[src/rtl/hci_cmd_dispatcher.sv]
// hci_cmd_dispatcher: pops one HCI command, reads its DAT entry, issues one I3C transfer,
// waits for completion and pushes one response. One command in flight at a time.
// Optional watchdog: define I3C_CMD_TIMEOUT_EN to add timeout_limit_i / xfer_abort_o.
module hci_cmd_dispatcher #(
  parameter int unsigned CmdW     = 64,
  parameter int unsigned RespW    = 32,
  parameter int unsigned DatIdxW  = 7,
  parameter int unsigned TimeoutW = 16
) (
  input  logic                clk_i,
  input  logic                rst_ni,
  input  logic                enable_i,
  input  logic                resume_i,
  input  logic                cmd_fifo_rvalid_i,
  output logic                cmd_fifo_rready_o,
  input  logic [CmdW-1:0]     cmd_fifo_rdata_i,
  output logic                dat_read_valid_o,
  output logic [DatIdxW-1:0]  dat_index_o,
  input  logic [63:0]         dat_rdata_i,
  output logic                xfer_valid_o,
  input  logic                xfer_ready_i,
  output logic [6:0]          xfer_addr_o,
  output logic                xfer_rnw_o,
  output logic [15:0]         xfer_len_o,
  input  logic                xfer_done_i,
  input  logic [3:0]          xfer_err_i,
  input  logic [15:0]         xfer_cnt_i,
  output logic                resp_fifo_wvalid_o,
  input  logic                resp_fifo_wready_i,
  output logic [RespW-1:0]    resp_fifo_wdata_o,
  output logic                busy_o,
`ifdef I3C_CMD_TIMEOUT_EN
  input  logic [TimeoutW-1:0] timeout_limit_i,
  output logic                xfer_abort_o,
`endif
  output logic                halted_o
);

  localparam logic [3:0] ErrBadAttr = 4'h6;
  localparam logic [3:0] ErrTimeout = 4'hC;

  typedef enum logic [2:0] {
    ST_IDLE, ST_FETCH, ST_DAT_RD, ST_DAT_WAIT, ST_ISSUE, ST_WAIT, ST_RESP
  } state_e;

  state_e             state_q, state_d;
  logic               rready_q, rready_d;
  logic               dat_rd_q, dat_rd_d;
  logic [DatIdxW-1:0] dat_idx_q, dat_idx_d;
  logic               xfer_valid_q, xfer_valid_d;
  logic [6:0]         addr_q, addr_d;
  logic               rnw_q, rnw_d;
  logic [15:0]        len_q, len_d;
  logic [3:0]         tid_q, tid_d;
  logic [3:0]         err_q, err_d;
  logic               wvalid_q, wvalid_d;
  logic [RespW-1:0]   wdata_q, wdata_d;
  logic               busy_q, busy_d;
  logic               halt_q, halt_d;
  logic               halt_set;

  // Descriptor field views
  logic [2:0]         cmd_attr;
  logic [3:0]         cmd_tid;
  logic               cmd_rnw;
  logic [15:0]        cmd_len;
  logic               unused_bits;

  assign cmd_attr    = cmd_fifo_rdata_i[2:0];
  assign cmd_tid     = cmd_fifo_rdata_i[10:7];
  assign cmd_rnw     = cmd_fifo_rdata_i[29];
  assign cmd_len     = cmd_fifo_rdata_i[63:48];
  assign unused_bits = ^{cmd_fifo_rdata_i, dat_rdata_i};

`ifdef I3C_CMD_TIMEOUT_EN
  logic [TimeoutW-1:0] cnt_q, cnt_d, cnt_nxt;
  logic                abort_q, abort_d;
  assign cnt_nxt = cnt_q + TimeoutW'(1);
`else
  localparam int unsigned unused_timeout_w = TimeoutW;
`endif

  // Next-state and registered-output computation
  always_comb begin
    state_d      = state_q;
    rready_d     = 1'b0;
    dat_rd_d     = 1'b0;
    dat_idx_d    = dat_idx_q;
    xfer_valid_d = xfer_valid_q;
    addr_d       = addr_q;
    rnw_d        = rnw_q;
    len_d        = len_q;
    tid_d        = tid_q;
    err_d        = err_q;
    wvalid_d     = wvalid_q;
    wdata_d      = wdata_q;
    halt_set     = 1'b0;
`ifdef I3C_CMD_TIMEOUT_EN
    cnt_d        = cnt_q;
    abort_d      = 1'b0;
`endif
    case (state_q)
      ST_IDLE: begin
        if (enable_i && cmd_fifo_rvalid_i && !halt_q) begin
          state_d  = ST_FETCH;
          rready_d = 1'b1;
        end
      end
      ST_FETCH: begin
        tid_d     = cmd_tid;
        rnw_d     = cmd_rnw;
        len_d     = cmd_len;
        dat_idx_d = cmd_fifo_rdata_i[16 +: DatIdxW];
        if (cmd_attr != 3'h0) begin
          // Unsupported attribute: answer without touching DAT or engine
          state_d  = ST_RESP;
          err_d    = ErrBadAttr;
          wvalid_d = 1'b1;
          wdata_d  = RespW'({ErrBadAttr, cmd_tid, 8'h00, 16'h0000});
        end else begin
          state_d  = ST_DAT_RD;
          dat_rd_d = 1'b1;
        end
      end
      ST_DAT_RD: begin
        state_d = ST_DAT_WAIT;
      end
      ST_DAT_WAIT: begin
        addr_d       = dat_rdata_i[6:0];
        state_d      = ST_ISSUE;
        xfer_valid_d = 1'b1;
      end
      ST_ISSUE: begin
        if (xfer_ready_i) begin
          xfer_valid_d = 1'b0;
          state_d      = ST_WAIT;
`ifdef I3C_CMD_TIMEOUT_EN
          cnt_d        = '0;
`endif
        end
      end
      ST_WAIT: begin
        if (xfer_done_i) begin
          state_d  = ST_RESP;
          err_d    = xfer_err_i;
          wvalid_d = 1'b1;
          wdata_d  = RespW'({xfer_err_i, tid_q, 8'h00, xfer_cnt_i});
        end
`ifdef I3C_CMD_TIMEOUT_EN
        // Watchdog fires when the count reaches the limit; zero limit disables it
        else if ((timeout_limit_i != '0) && (cnt_nxt == timeout_limit_i)) begin
          state_d  = ST_RESP;
          abort_d  = 1'b1;
          err_d    = ErrTimeout;
          wvalid_d = 1'b1;
          wdata_d  = RespW'({ErrTimeout, tid_q, 8'h00, 16'h0000});
        end else begin
          cnt_d = cnt_nxt;
        end
`endif
      end
      ST_RESP: begin
        if (resp_fifo_wready_i) begin
          wvalid_d = 1'b0;
          state_d  = ST_IDLE;
          halt_set = (err_q != 4'h0);
        end
      end
      default: begin
        state_d = ST_IDLE;
      end
    endcase
    busy_d = (state_d != ST_IDLE);
    // Setting the halt beats a coincident resume
    if (halt_set) begin
      halt_d = 1'b1;
    end else if (resume_i) begin
      halt_d = 1'b0;
    end else begin
      halt_d = halt_q;
    end
  end

  // State and output registers
  always_ff @(posedge clk_i or negedge rst_ni) begin
    if (!rst_ni) begin
      state_q      <= ST_IDLE;
      rready_q     <= 1'b0;
      dat_rd_q     <= 1'b0;
      dat_idx_q    <= '0;
      xfer_valid_q <= 1'b0;
      addr_q       <= '0;
      rnw_q        <= 1'b0;
      len_q        <= '0;
      tid_q        <= '0;
      err_q        <= '0;
      wvalid_q     <= 1'b0;
      wdata_q      <= '0;
      busy_q       <= 1'b0;
      halt_q       <= 1'b0;
`ifdef I3C_CMD_TIMEOUT_EN
      cnt_q        <= '0;
      abort_q      <= 1'b0;
`endif
    end else begin
      state_q      <= state_d;
      rready_q     <= rready_d;
      dat_rd_q     <= dat_rd_d;
      dat_idx_q    <= dat_idx_d;
      xfer_valid_q <= xfer_valid_d;
      addr_q       <= addr_d;
      rnw_q        <= rnw_d;
      len_q        <= len_d;
      tid_q        <= tid_d;
      err_q        <= err_d;
      wvalid_q     <= wvalid_d;
      wdata_q      <= wdata_d;
      busy_q       <= busy_d;
      halt_q       <= halt_d;
`ifdef I3C_CMD_TIMEOUT_EN
      cnt_q        <= cnt_d;
      abort_q      <= abort_d;
`endif
    end
  end

  assign cmd_fifo_rready_o  = rready_q;
  assign dat_read_valid_o   = dat_rd_q;
  assign dat_index_o        = dat_idx_q;
  assign xfer_valid_o       = xfer_valid_q;
  assign xfer_addr_o        = addr_q;
  assign xfer_rnw_o         = rnw_q;
  assign xfer_len_o         = len_q;
  assign resp_fifo_wvalid_o = wvalid_q;
  assign resp_fifo_wdata_o  = wdata_q;
  assign busy_o             = busy_q;
  assign halted_o           = halt_q;
`ifdef I3C_CMD_TIMEOUT_EN
  assign xfer_abort_o       = abort_q;
`endif

endmodule
[config.mk]
export PLATFORM = sky130hd
export DESIGN_NAME = hci_cmd_dispatcher
export DESIGN_NICKNAME = d
export VERILOG_FILES = /design/src/rtl/hci_cmd_dispatcher.sv
export SDC_FILE = /design/constraint.sdc
export NUM_CORES = 1
export LEC_CHECK = 0
export BUFFER_PORTS_ARGS = -buffer_cell sky130_fd_sc_hd__buf_2
export CAP_MARGIN = 0
export CORE_AREA = 2 2 87 89
export CTS_BUF_LIST = sky130_fd_sc_hd__clkbuf_16
export DETAILED_ROUTE_END_ITERATION = 7
export DIE_AREA = 0 0 89 91
export PLACE_DENSITY = 0.88
export SLEW_MARGIN = 10
export SYNTH_ARGS = -nofsm -noshare
export SYNTH_HDL_FRONTEND = slang
export SYNTH_SLANG_ARGS = --single-unit
[constraint.sdc]
create_clock -name clk_i -period 3.6 [get_ports clk_i]
set_input_delay 0.18 -clock clk_i [delete_from_list [all_inputs] [get_ports clk_i]]
set_output_delay 0.18 -clock clk_i [all_outputs]
set_load 0.005 [all_outputs]
== Word level (Yosys, flattened, before mapping) ==
Index checks and enable logic that the tools add are counted.
Cells by class
  add/sub/neg operators: 0
  div/mod/pow operators: 0
  mux-type cells: 26
  $mul: 0
  bitwise operators: 0
  reduce and logical (&&, ||, !) cells: 14
  magnitude comparators: 0
  shift-type cells: 0
  equality and inequality tests: 10
Operators by type and width (count)
  32-bit two-way mux: 2
  32-bit case mux with 2 select lines: 1
  3-bit case mux with 7 select lines: 1
  3-bit two-way mux: 5
  1-bit two-way mux: 12
  3-bit equality test, second input constant: 3
  3-bit nonzero test: 3
  4-bit two-way mux: 2
  2-bit != test, second input constant: 4
  4-bit case mux with 2 select lines: 1
  3-bit by 2-bit equality test with 1-bit output, second input constant: 2
  2-bit nonzero test: 3
  4-bit AND reduction: 1
  4-bit nonzero test: 1
  3-bit by 1-bit equality test with 1-bit output, second input constant: 1
  3-bit zero test: 1
  1-bit case mux with 3 select lines: 1
  3-bit AND reduction: 1
  1-bit logical AND: 2
  1-bit case mux with 2 select lines: 1
  2-bit AND reduction: 1
  1-bit zero test: 1
Storage, ports and cells
  bits in writable memories: 0
  flip-flop bits (word level): 80
  input port bits: 156
  memories: 0
  ROM bits: 0
  bits in latches: 0
  output and inout port bits: 69

== Depth between registers and ports, before layout ==
Gate-level depths: netlist of the first run.
  depth in word-level cells: 5
  depth in mapped cells: 6

== Least setup slack after synthesis of the first run ==
No wires, ideal clock.
  kind: reg2reg
  start point: register state_q[1]
  end point: register busy_q (netlist: busy_o)
  arrival: 1.651 ns
  clock period less this slack: 1.789 ns
  setup time: 0.138 ns
  cell stages (with the launch flop): 4
  required time: 3.462 ns
  setup slack: 1.811 ns
  cell sequence: dfrtp_1 > or4_1 > a22o_1 > or4_1
Between the ends
  cells in the longest elaborated chain, start to end: 3
  elaborated cells between the ends (all ways): 13
  classes of those cells: eq/ne: 6; mux: 5; reduce/logical: 2
RTL lines
  start, declared: line 46  | state_e state_q, state_d;
  start signal, assigned: line 206  | state_q <= state_d;
  3-bit equality test, or another cell as far along: line 102  | case (state_q)
  3-bit case mux with 7 select lines *: line 102
  net state_d[2]: line 46
  3-bit nonzero test *: line 173  | busy_d = (state_d != ST_IDLE);
  net busy_d: line 58  | logic busy_q, busy_d;
  end signal, assigned: line 218  | busy_q <= busy_d;
  end, declared: line 58
The timed path passes the listed nets; every way through them passes the cells marked *.
A chain may end at the register's enable or synchronous reset.

== Worst setup path in the final report of the first run ==
  start point: register state_q[1]
  end point: register wdata_q[26] (netlist: resp_fifo_wdata_o[26])
Between the ends
  cells in the longest elaborated chain, start to end: 3
  elaborated cells between the ends (all ways): 7
  classes of those cells: eq/ne: 4; mux: 1; reduce/logical: 2
RTL lines
  3-bit by 1-bit equality test with 1-bit output or 3-bit equality test (tied branches): line 102
  2-bit != test (no line) or 2-bit nonzero test (tied branches)
  3-bit AND reduction (no line)
  end signal, assigned: line 217  | wdata_q <= wdata_d;
  end, declared: line 57  | logic [RespW-1:0] wdata_q, wdata_d;
Parallel ways exist; a longest one is shown, timed or not.

==> results of run 1 <==
-- power breakdown --
part	internal, µW	switching, µW	leakage (µW)
clock	596	299	0.000152
sequential	1120	239	0.000828
combinational	613	427	0.000886
-- area by class of cell --
class                   count  share of cell area (%)
clock buffers               9                    6.05
clock inverters             7                    2.18
inverters                   5                   0.504
multi-input cells         109                    24.6
flip-flops and latches     68                    45.7
well taps                  99                    3.33
repair buffers            129                    17.6
-- repair_timing --
action,in CTS,in global routing
setup buffers,0,0
hold endpoints to repair,28,0
hold buffers,1,0
-- logic make-up (layout without fill, tap and decap cells) --
logic type      Yosys count  after routing
compound gates           41             41
xor+xnor                  1              1
buf+inv                  24            150
flops                    68             68
mux                      35             35
other cells               1              8
simple gates             24             24
-- sequential cells by signal, indices dropped and copies added, names as in the netlist --
signal / count
halted_o: 1
busy_o: 1
tid_q: 4
xfer_addr_o: 7
dat_read_valid_o: 1
xfer_rnw_o: 1
xfer_valid_o: 1
err_q: 3
state_q: 3
resp_fifo_wdata_o: 21
resp_fifo_wvalid_o: 1
cmd_fifo_rready_o: 1
dat_index_o: 7
xfer_len_o: 16
-- critical path: stages (launching register included) --
cell     delay (ns)
dfrtp_1        0.63
and4b_1        0.51
a21oi_2        0.87
a21oi_1        0.17
-- per-layer routing --
layer,routed length [µm],GRT usage [%],part of all wire (%)
met2,2540,22.6,42
met4,95,5.97,1.6
met3,680,5.36,11
met1,2800,21.5,46
met5,0,0,0
-- synth_stat cells (2+ instances only) --
cell	number	area share (%)
o32ai_1	6	1.9
nand2b_1	2	0.46
inv_1	5	0.69
nand2_1	3	0.42
o21ai_0	4	0.74
or4_1	2	0.55
clkbuf_1	9	1.2
nor3_1	2	0.37
a22o_1	19	6.2
buf_2	2	0.37
a21oi_1	8	1.5
dfrtp_1	68	63
nand3b_1	2	0.55
o22a_1	2	0.65
or2_2	2	0.46
buf_4	8	2.2
mux2_2	35	15
-- stage by stage --
stage                     util [%]  worst slack, ns  area [µm²]
after floorplan                  -             1.81        2730
after global placement        47.7             1.35        3410
after detailed placement      47.7             1.26        3410
after CTS                     52.2             1.25        3720
after global routing          52.2            0.976        3720
final                         52.2             1.26        3720
-- how the worst max path moves through the flow --
| stage | slack, ns | to | depth (start not counted) |
|---|---|---|---|
| 3_5_place_dp | 1.26 | resp_fifo_wdata_o[0] | 3 |
| 2_1_floorplan | 1.81 | busy_o | 3 |
| 6_report | 1.26 | resp_fifo_wdata_o[26] | 3 |
| 4_1_cts | 1.25 | resp_fifo_wdata_o[26] | 3 |
| 3_3_place_gp | 1.35 | resp_fifo_wdata_o[25] | 3 |
| 5_1_grt | 0.98 | resp_fifo_wdata_o[27] | 3 |
==> impl_metrics.yaml, run 1 <==
run_status:
  outcome: "finished, final reports clean"
sta:
  setup_viol: 0
  holdWs_ns: 0.0422
  worst_slew_pin_slew_ns: 1.04
  rsz0062_at_grt: "no"
  finalHoldViolCount: 0
  skew_ns: 0.00375
  finalSetupTns_ns: 0
  relSlewSlack_pct: 30.5
  layout_min_cycle_time_ns: 2.34
  fin_crit_sh_pct: 65.1
  fmax_ghz: 0.427
  slew_violations: 0
floorplanning:
  die_w_um: 89
  start_util_pct: 37.9
  dieArea_mm2: 0.00810
  io_pins: 225
  fp-row-count: 31
  core_area_mm2: 0.00714
  die_h_um: 91
yosys:
  synth.cell_area_mm2: 0.00271
  ys_types: 32
  synth_xor_xnor_area_share_pct: 0.324
  synth_top_family_by_area: "multiplexers"
  synth_warnings: 0
  netlist_instances: 194
  synth_mux_area_share_pct: 14.6
  synth-compound-area-share_pct: 11.5
  synth-adder-area-share_pct: 0
  synthesis.area_per_instance_um2: 13.9
  synth-seq-cells: 68
  synth-seq-area-share_pct: 62.9
  synthArstFlopShare_pct: 100
  synthSimpleGateAreaFrac_pct: 6.06
  synth-edff-count: 0
  synth_top_flop_cell: "dfrtp_1"
worst_hold_path:
  whs_endpoint: "halted_o"
  hold_path_class: "input port to register"
  hold_depth: 2
  min-delay-start: "resume_i"
cells_and_area:
  final_cell_mix: "buf_2, dfrtp_1, mux2_2"
  layout-drive-gt1-share_pct: 55.4
  fin_cells: 426
  seqCellArea_mm2: 0.00170
  antenna_cells: 0
  fin_nets: 478
  final_common_cell: "buf_2"
  fillerInstances: 630
  area_growth_pct: 37.7
  multi_input_area_um2: 917
placement:
  hpwl_um: 4510
  dp_cells: 409
  gp_congestion: 0.730
  port_buffers: 126
cts:
  worstSkewPairLatency_ns: 0.32
  cts-root-buf: "clkbuf_16"
  clk_pin_slew_ns: 0.05
  cts_tree: "yes"
  cts_buffers: 9
  htree_levels: 3
  clock-sinks: 68
  postCtsResizedCells: 0
  cts_buffer_depth: 2
worst_setup_path:
  worstReg2RegStart: "state_q[1]"
  cp_max_fo: 22
  crit_start: "state_q[1]"
  worstSetupPathType: "register to register"
  r2r_slack_ns: 1.26
  worstPathRequired_ns: 3.76
  crit_arrival_ns: 2.50
  start_kind: "register"
  crit_path_end_kind: "register"
  r2r_end: "resp_fifo_wdata_o[26]"
  reg2regPathDepth: 3
global_route:
  grt_pass1_wl_um: 9740
  antenna_found_initial: 0
  grt-ovfl-total: 0
  groute.usage.overall_pct: 15.6
  grt_pass1_vias: 2040
  grt_max_degree: 41
power_and_ir_drop:
  power_uw: 3300
  vdd_ir_drop_max_uv: 394
  power_density_mw_per_mm2: 885
  power_leakage_uw: 0.00187
drt:
  vias: 2037
  avgRoutedWirePerCell_um: 14.4
  wirelength_um: 6120
  drc: 0
  via_per_inst: 4.78
  antenna_left: 0
  initialDrtViolationCount: 55
  dr.pass1.iters: 4
job:
  maxCapViolations: 0
No activity file was read; power rests on OpenSTA's default activity.
==> run 2, diff against run 1 <==
--- a/config.mk
+++ b/config.mk
@@ -7,11 +7,11 @@
 export LEC_CHECK = 0
 export BUFFER_PORTS_ARGS = -buffer_cell sky130_fd_sc_hd__buf_2
 export CAP_MARGIN = 0
-export CORE_AREA = 2 2 87 89
+export CORE_AREA = 2 2 88 90
 export CTS_BUF_LIST = sky130_fd_sc_hd__clkbuf_16
 export DETAILED_ROUTE_END_ITERATION = 7
-export DIE_AREA = 0 0 89 91
-export PLACE_DENSITY = 0.88
+export DIE_AREA = 0 0 90 92
+export PLACE_DENSITY = 0.86
 export SLEW_MARGIN = 10
 export SYNTH_ARGS = -nofsm -noshare
 export SYNTH_HDL_FRONTEND = slang
==> constraint.sdc (replaced) <==
create_clock -name clk_i -period 2.4 [get_ports clk_i]
set_input_delay 0.12 -clock clk_i [delete_from_list [all_inputs] [get_ports clk_i]]
set_output_delay 0.12 -clock clk_i [all_outputs]
set_load 0.005 [all_outputs]
==> run 2 against run 1 <==
Effect of this change: worst setup slack worse by 0.70 ns; first-iteration DRC count up 15%; highest routed layer unchanged; clock skew grew 0.0041 ns; largest power group unchanged; sequential share of layout area decreased by 0.26 points.
==> impl_metrics.yaml, run 2 (synthesized netlist as in run 1, its figures left out) <==
cells_and_area:
  final_common_cell: "buf_2"
  area_growth_pct: 38.4
  antenna_cells: 0
  fillerInstances: 682
  finalInstanceArea_mm2: 0.00374
  final_cell_mix: "buf_2, dfrtp_1, mux2_2"
  largest_reg_flops: 21
  fin_cells: 434
  fin_nets: 483
  layout-drive-gt1-share_pct: 55.7
cts:
  cts-root-buf: "clkbuf_16"
  postCtsHoldBufs: 2
  cts_tree: "yes"
  cts_setup_buffers: 0
  cts_buffer_depth: 2
  cts_buffers: 9
  clk_pin_slew_ns: 0.06
  worstSkewPairLatency_ns: 0.32
  clock-sinks: 68
  postCtsResizedCells: 0
  htree_levels: 3
global_route:
  grt_max_degree: 38
  grt_pass1_wl_um: 9810
  grt-ovfl-total: 0
  groute.usage.overall_pct: 15.1
  antenna_found_initial: 0
  grt_pass1_vias: 2025
drt:
  antenna_left: 0
  avgRoutedWirePerCell_um: 13.8
  via_per_inst: 4.70
  vias: 2039
  initialDrtViolationCount: 63
  dr.pass1.iters: 4
  wirelength_um: 5980
  drc: 0
power_and_ir_drop:
  power_leakage_uw: 0.00188
  power_uw: 4860
  vdd_ir_drop_max_uv: 691
  power_density_mw_per_mm2: 1300
worst_setup_path:
  cp_max_fo: 2
  r2r_slack_ns: 0.56
  worstReg2RegStart: "state_q[1]"
  worstSetupPathType: "register to register"
  crit_arrival_ns: 2.02
  reg2regPathDepth: 3
  crit_start: "state_q[1]"
  crit_path_end_kind: "register"
  start_kind: "register"
  r2r_end: "busy_o"
  worstPathRequired_ns: 2.58
  endpoint: "busy_o"
placement:
  port_buffers: 126
  dp_cells: 416
  dpl_cell_area_mm2: 0.00344
  gp_congestion: 0.741
  hpwl_um: 4500
sta:
  slew_violations: 0
  layout_min_cycle_time_ns: 1.84
  fmax_ghz: 0.544
  rsz0062_at_grt: "no"
  worst_slew_pin_slew_ns: 0.813
  setup_viol: 0
  finalHoldViolCount: 0
  fin_crit_sh_pct: 76.7
  finalSetupTns_ns: 0
  skew_ns: 0.00788
  relSlewSlack_pct: 45.8
  holdWs_ns: 0.0241
floorplanning:
  start_util_pct: 36.3
  io_pins: 225
  core_area_mm2: 0.00745
  die_h_um: 92
  die_w_um: 90
  fp-row-count: 32
  dieArea_mm2: 0.00828
job:
  maxCapViolations: 0
worst_hold_path:
  hold_path_class: "input port to register"
  hold_depth: 2
run_status:
  outcome: "finished, final reports clean"
run 2: worst min-delay path by stage:
stage / from / slack (ns) / to
5_1_grt: xfer_cnt_i[5] / 0.02 / resp_fifo_wdata_o[5]
2_1_floorplan: rst_ni / -0.18 / busy_o
3_5_place_dp: rst_ni / 0.28 / dat_index_o[5]
3_3_place_gp: rst_ni / 0.27 / xfer_len_o[3]
6_report: xfer_cnt_i[10] / 0.02 / resp_fifo_wdata_o[10]
4_1_cts: xfer_cnt_i[10] / 0.01 / resp_fifo_wdata_o[10]
run 2: where the power goes:
| group | internal (µW) | switching [µW] |
|---|---|---|
| clock network | 788 | 445 |
| registers | 1690 | 332 |
| logic | 942 | 667 |
| total | 3420 | 1440 |
run 2: final cells by class:
type                            count  area, µm²  share of cell area [%]
Clock buffer                        9        225                    6.01
Sequential cell                    68       1700                    45.4
Timing Repair Buffer              134        696                    18.6
Multi-Input combinational cell    109        917                    24.5
Tap cell                          102        128                    3.41
Inverter                            5       18.8                   0.501
Clock inverter                      7       58.8                    1.57
run 2: stage by stage:
step                setup slack (ns)  util [%]
global placement               0.605      46.2
detailed placement             0.570      46.2
CTS                            0.562      50.3
global route                   0.479      50.3
finish                         0.560      50.3
floorplan                      0.611         -
run 2: critical path, cell delays in order (launching register included):
cell     delay, ns
dfrtp_1       0.37
or4_1         0.53
a22o_1        0.26
or4_1         0.54
run 2: layer usage:
layer | up-vias | wire length [µm] | track usage [%]
met1 | 973 | 2820 | 21.6
li1 | 965 | - | -
met3 | 8 | 473 | 4.44
met5 | - | 0 | 0
met4 | 0 | 69 | 5.38
met2 | 93 | 2620 | 21.7
==> run 3, diff against run 2 <==
--- a/config.mk
+++ b/config.mk
@@ -5,13 +5,14 @@
 export SDC_FILE = /design/constraint.sdc
 export NUM_CORES = 1
 export LEC_CHECK = 0
+export ABC_AREA = 1
 export BUFFER_PORTS_ARGS = -buffer_cell sky130_fd_sc_hd__buf_2
 export CAP_MARGIN = 0
-export CORE_AREA = 2 2 88 90
+export CORE_AREA = 2 2 86 96
 export CTS_BUF_LIST = sky130_fd_sc_hd__clkbuf_16
 export DETAILED_ROUTE_END_ITERATION = 7
-export DIE_AREA = 0 0 90 92
-export PLACE_DENSITY = 0.86
+export DIE_AREA = 0 0 88 98
+export PLACE_DENSITY = 0.87
 export SLEW_MARGIN = 10
 export SYNTH_ARGS = -nofsm -noshare
 export SYNTH_HDL_FRONTEND = slang
==> constraint.sdc (replaced) <==
create_clock -name clk_i -period 1.7 [get_ports clk_i]
set_input_delay 0.085 -clock clk_i [delete_from_list [all_inputs] [get_ports clk_i]]
set_output_delay 0.085 -clock clk_i [all_outputs]
set_load 0.005 [all_outputs]
==> run 3 against run 2 <==
Effect of this change: the run now ends with negative hold slack left; via count up 35%; first-iteration DRC count up 27%; cell count increased by 41%; clock power rose by 27%; sequential share of layout area down 7.1 points; largest power group unchanged.
==> impl_metrics.yaml, run 3 <==
cts:
  cts_tree: "yes"
  cts_buffer_depth: 2
  cts_buffers: 9
  htree_levels: 3
  clk_pin_slew_ns: 0.05
  clock-sinks: 68
  worstSkewPairLatency_ns: 0.32
  cts-root-buf: "clkbuf_16"
  cts_setup_buffers: 0
cells_and_area:
  antenna_cells: 0
  fin_cells: 610
  final_common_cell: "nand2_1"
  largest_reg_flops: 21
  seqCellArea_mm2: 0.00170
  fillerInstances: 625
  final_cell_mix: "nand2_1, buf_2, dfrtp_1"
  fin_nets: 654
  multi_input_area_mm2: 0.00104
  area_growth_pct: 49.2
  layout-drive-gt1-share_pct: 34.7
placement:
  port_buffers: 126
  hpwl_um: 4920
  dp_cells: 545
  gp_congestion: 0.723
drt:
  wl_met1_um: 3350
  top_layer_used: "met4"
  avgRoutedWirePerCell_um: 12.6
  antenna_left: 0
  drc: 0
  dr.pass1.iters: 5
  wl_met2_um: 3440
  wirelength_um: 7690
  met3_length_um: 805
  initialDrtViolationCount: 80
  vias: 2755
  via_per_inst: 4.52
worst_setup_path:
  worstReg2RegStart: "state_q[2]"
  cp_max_fo: 21
  cp_top_family: "simple AND/OR/NAND/NOR gates"
  worstPathRequired_ns: 1.91
  reg2regPathDepth: 5
  start_kind: "register"
  cp_slowest_cell: "dfrtp_1"
  crit_arrival_ns: 1.73
  max_stage_delay_ns: 0.58
  r2r_end: "resp_fifo_wdata_o[10]"
  crit_path_end_kind: "register"
  crit_chain: "nand4_1 -> nand2_4 -> inv_2 -> nand2_1 -> nand2_1"
  crit_buf_inv: 1
  path_common_cell: "nand2_1"
  r2r_slack_ns: 0.18
  worstSetupPathType: "register to register"
power_and_ir_drop:
  power_leakage_uw: 0.00247
  vdd_ir_drop_max_uv: 812
  power_density_mw_per_mm2: 1610
  power_uw: 7130
sta:
  layout_min_cycle_time_ns: 1.52
  fin_crit_sh_pct: 89.7
  fmax_ghz: 0.656
  rsz0062_at_grt: "no"
  setup_viol: 0
  holdWs_ns: -0.00159
  finalHoldViolCount: 1
  finalSetupTns_ns: 0
  slew_violations: 0
  skew_ns: 0.00462
yosys:
  synth.most_common_cell: "nand2_1"
  synth_top_family_by_area: "simple AND/OR/NAND/NOR gates"
  synth.cell_area_mm2: 0.00297
  synth-adder-area-share_pct: 0
  yosysTopAreaCellShare_pct: 57.2
  synthArstFlopShare_pct: 100
  ys_top_cells_by_count: "nand2_1, dfrtp_1, inv_1"
  synth-edff-count: 0
  yosys.area.top_type: "dfrtp_1"
  synth_top_flop_cell: "dfrtp_1"
  synth_xor_xnor_area_share_pct: 0
  synthesis.area_per_instance_um2: 9.32
  ys_types: 20
  synth-compound-area-share_pct: 2.57
  ys_top_cells_by_area: "dfrtp_1, nand2_1, nand3_2, mux2_2, buf_4"
  synth-seq-area-share_pct: 57.2
  netlist_instances: 319
  synth_mux_area_share_pct: 2.65
  synth_warnings: 0
  synth-seq-cells: 68
  synthSimpleGateAreaFrac_pct: 28.9
floorplanning:
  die_w_um: 88
  start_util_pct: 38.6
  dieArea_mm2: 0.00862
  io_pins: 225
  fp-row-count: 34
  core_area_mm2: 0.00770
  die_h_um: 98
global_route:
  grt_max_degree: 69
  grt_pass1_vias: 2745
  antenna_found_initial: 0
  grt_pass1_wl_um: 12600
  groute.usage.overall_pct: 18.5
  grt-ovfl-total: 0
run_status:
  violations: "negative hold slack"
  outcome: "complete, but fails checks"
worst_hold_path:
  min-delay-start: "xfer_cnt_i[3]"
  hold_depth: 3
  whs_endpoint: "resp_fifo_wdata_o[3]"
  hold_path_class: "input port to register"
job:
  maxCapViolations: 0
run 3: repair_timing:
item / in CTS / in global routing
gates resized for setup: 0 / 0
hold buffers: 50 / 0
endpoints found under the hold margin: 117 / 0
run 3: metrics by stage:
step           util [%]  cell area (µm²)  setup WS [ns]
6_report           57.6             4440          0.176
3_5_place_dp       47.9             3690          0.203
5_1_grt            57.6             4440         0.0736
2_1_floorplan         -             3000          0.443
3_3_place_gp       47.9             3690          0.291
4_1_cts            57.6             4440          0.195
run 3: final cells by class:
type                    instances  area share, %
flip-flops and latches         68           38.4
multi-input cells             213           23.5
inverters                      23           1.95
repair buffers                183           27.5
clock buffers                   9           5.08
well taps                     108           3.05
clock inverters                 6          0.508
run 3: power by group:
group,internal (µW),switching (µW),total (µW)
logic,1230,1500,2730
clock network,946,619,1560
registers,2390,450,2840
run 3: cells by family (layout without fill, tap and decap cells):
| kind of cell | count (synthesis) | after routing |
|---|---|---|
| simple gates | 183 | 183 |
| other cells | 1 | 8 |
| buf+inv | 45 | 221 |
| flops | 68 | 68 |
| mux | 7 | 7 |
| compound gates | 15 | 15 |
run 3: worst max-delay path by stage:
stage                            end  slack, ns       start  depth (start not counted)
3_5_place_dp    resp_fifo_wdata_o[6]       0.20  state_q[2]                          5
5_1_grt        resp_fifo_wdata_o[10]       0.07  state_q[2]                          5
4_1_cts         resp_fifo_wdata_o[6]       0.20  state_q[2]                          5
6_report       resp_fifo_wdata_o[10]       0.18  state_q[2]                          5
2_1_floorplan   resp_fifo_wdata_o[1]       0.44  state_q[1]                          9
3_3_place_gp    resp_fifo_wdata_o[9]       0.29  state_q[2]                          5
run 3: layer usage:
layer  global-route usage [%]  up-vias
met5                        0        -
met4                     6.27        0
met3                     7.35       12
met2                     29.7      143
met1                     22.4     1274
li1                         -     1326
run 3: worst min-delay path, delay by kind of cell:
kind,cells,cell delay (ns)
buffers and inverters,1,0.09
AND/OR/NAND/NOR,2,0.11
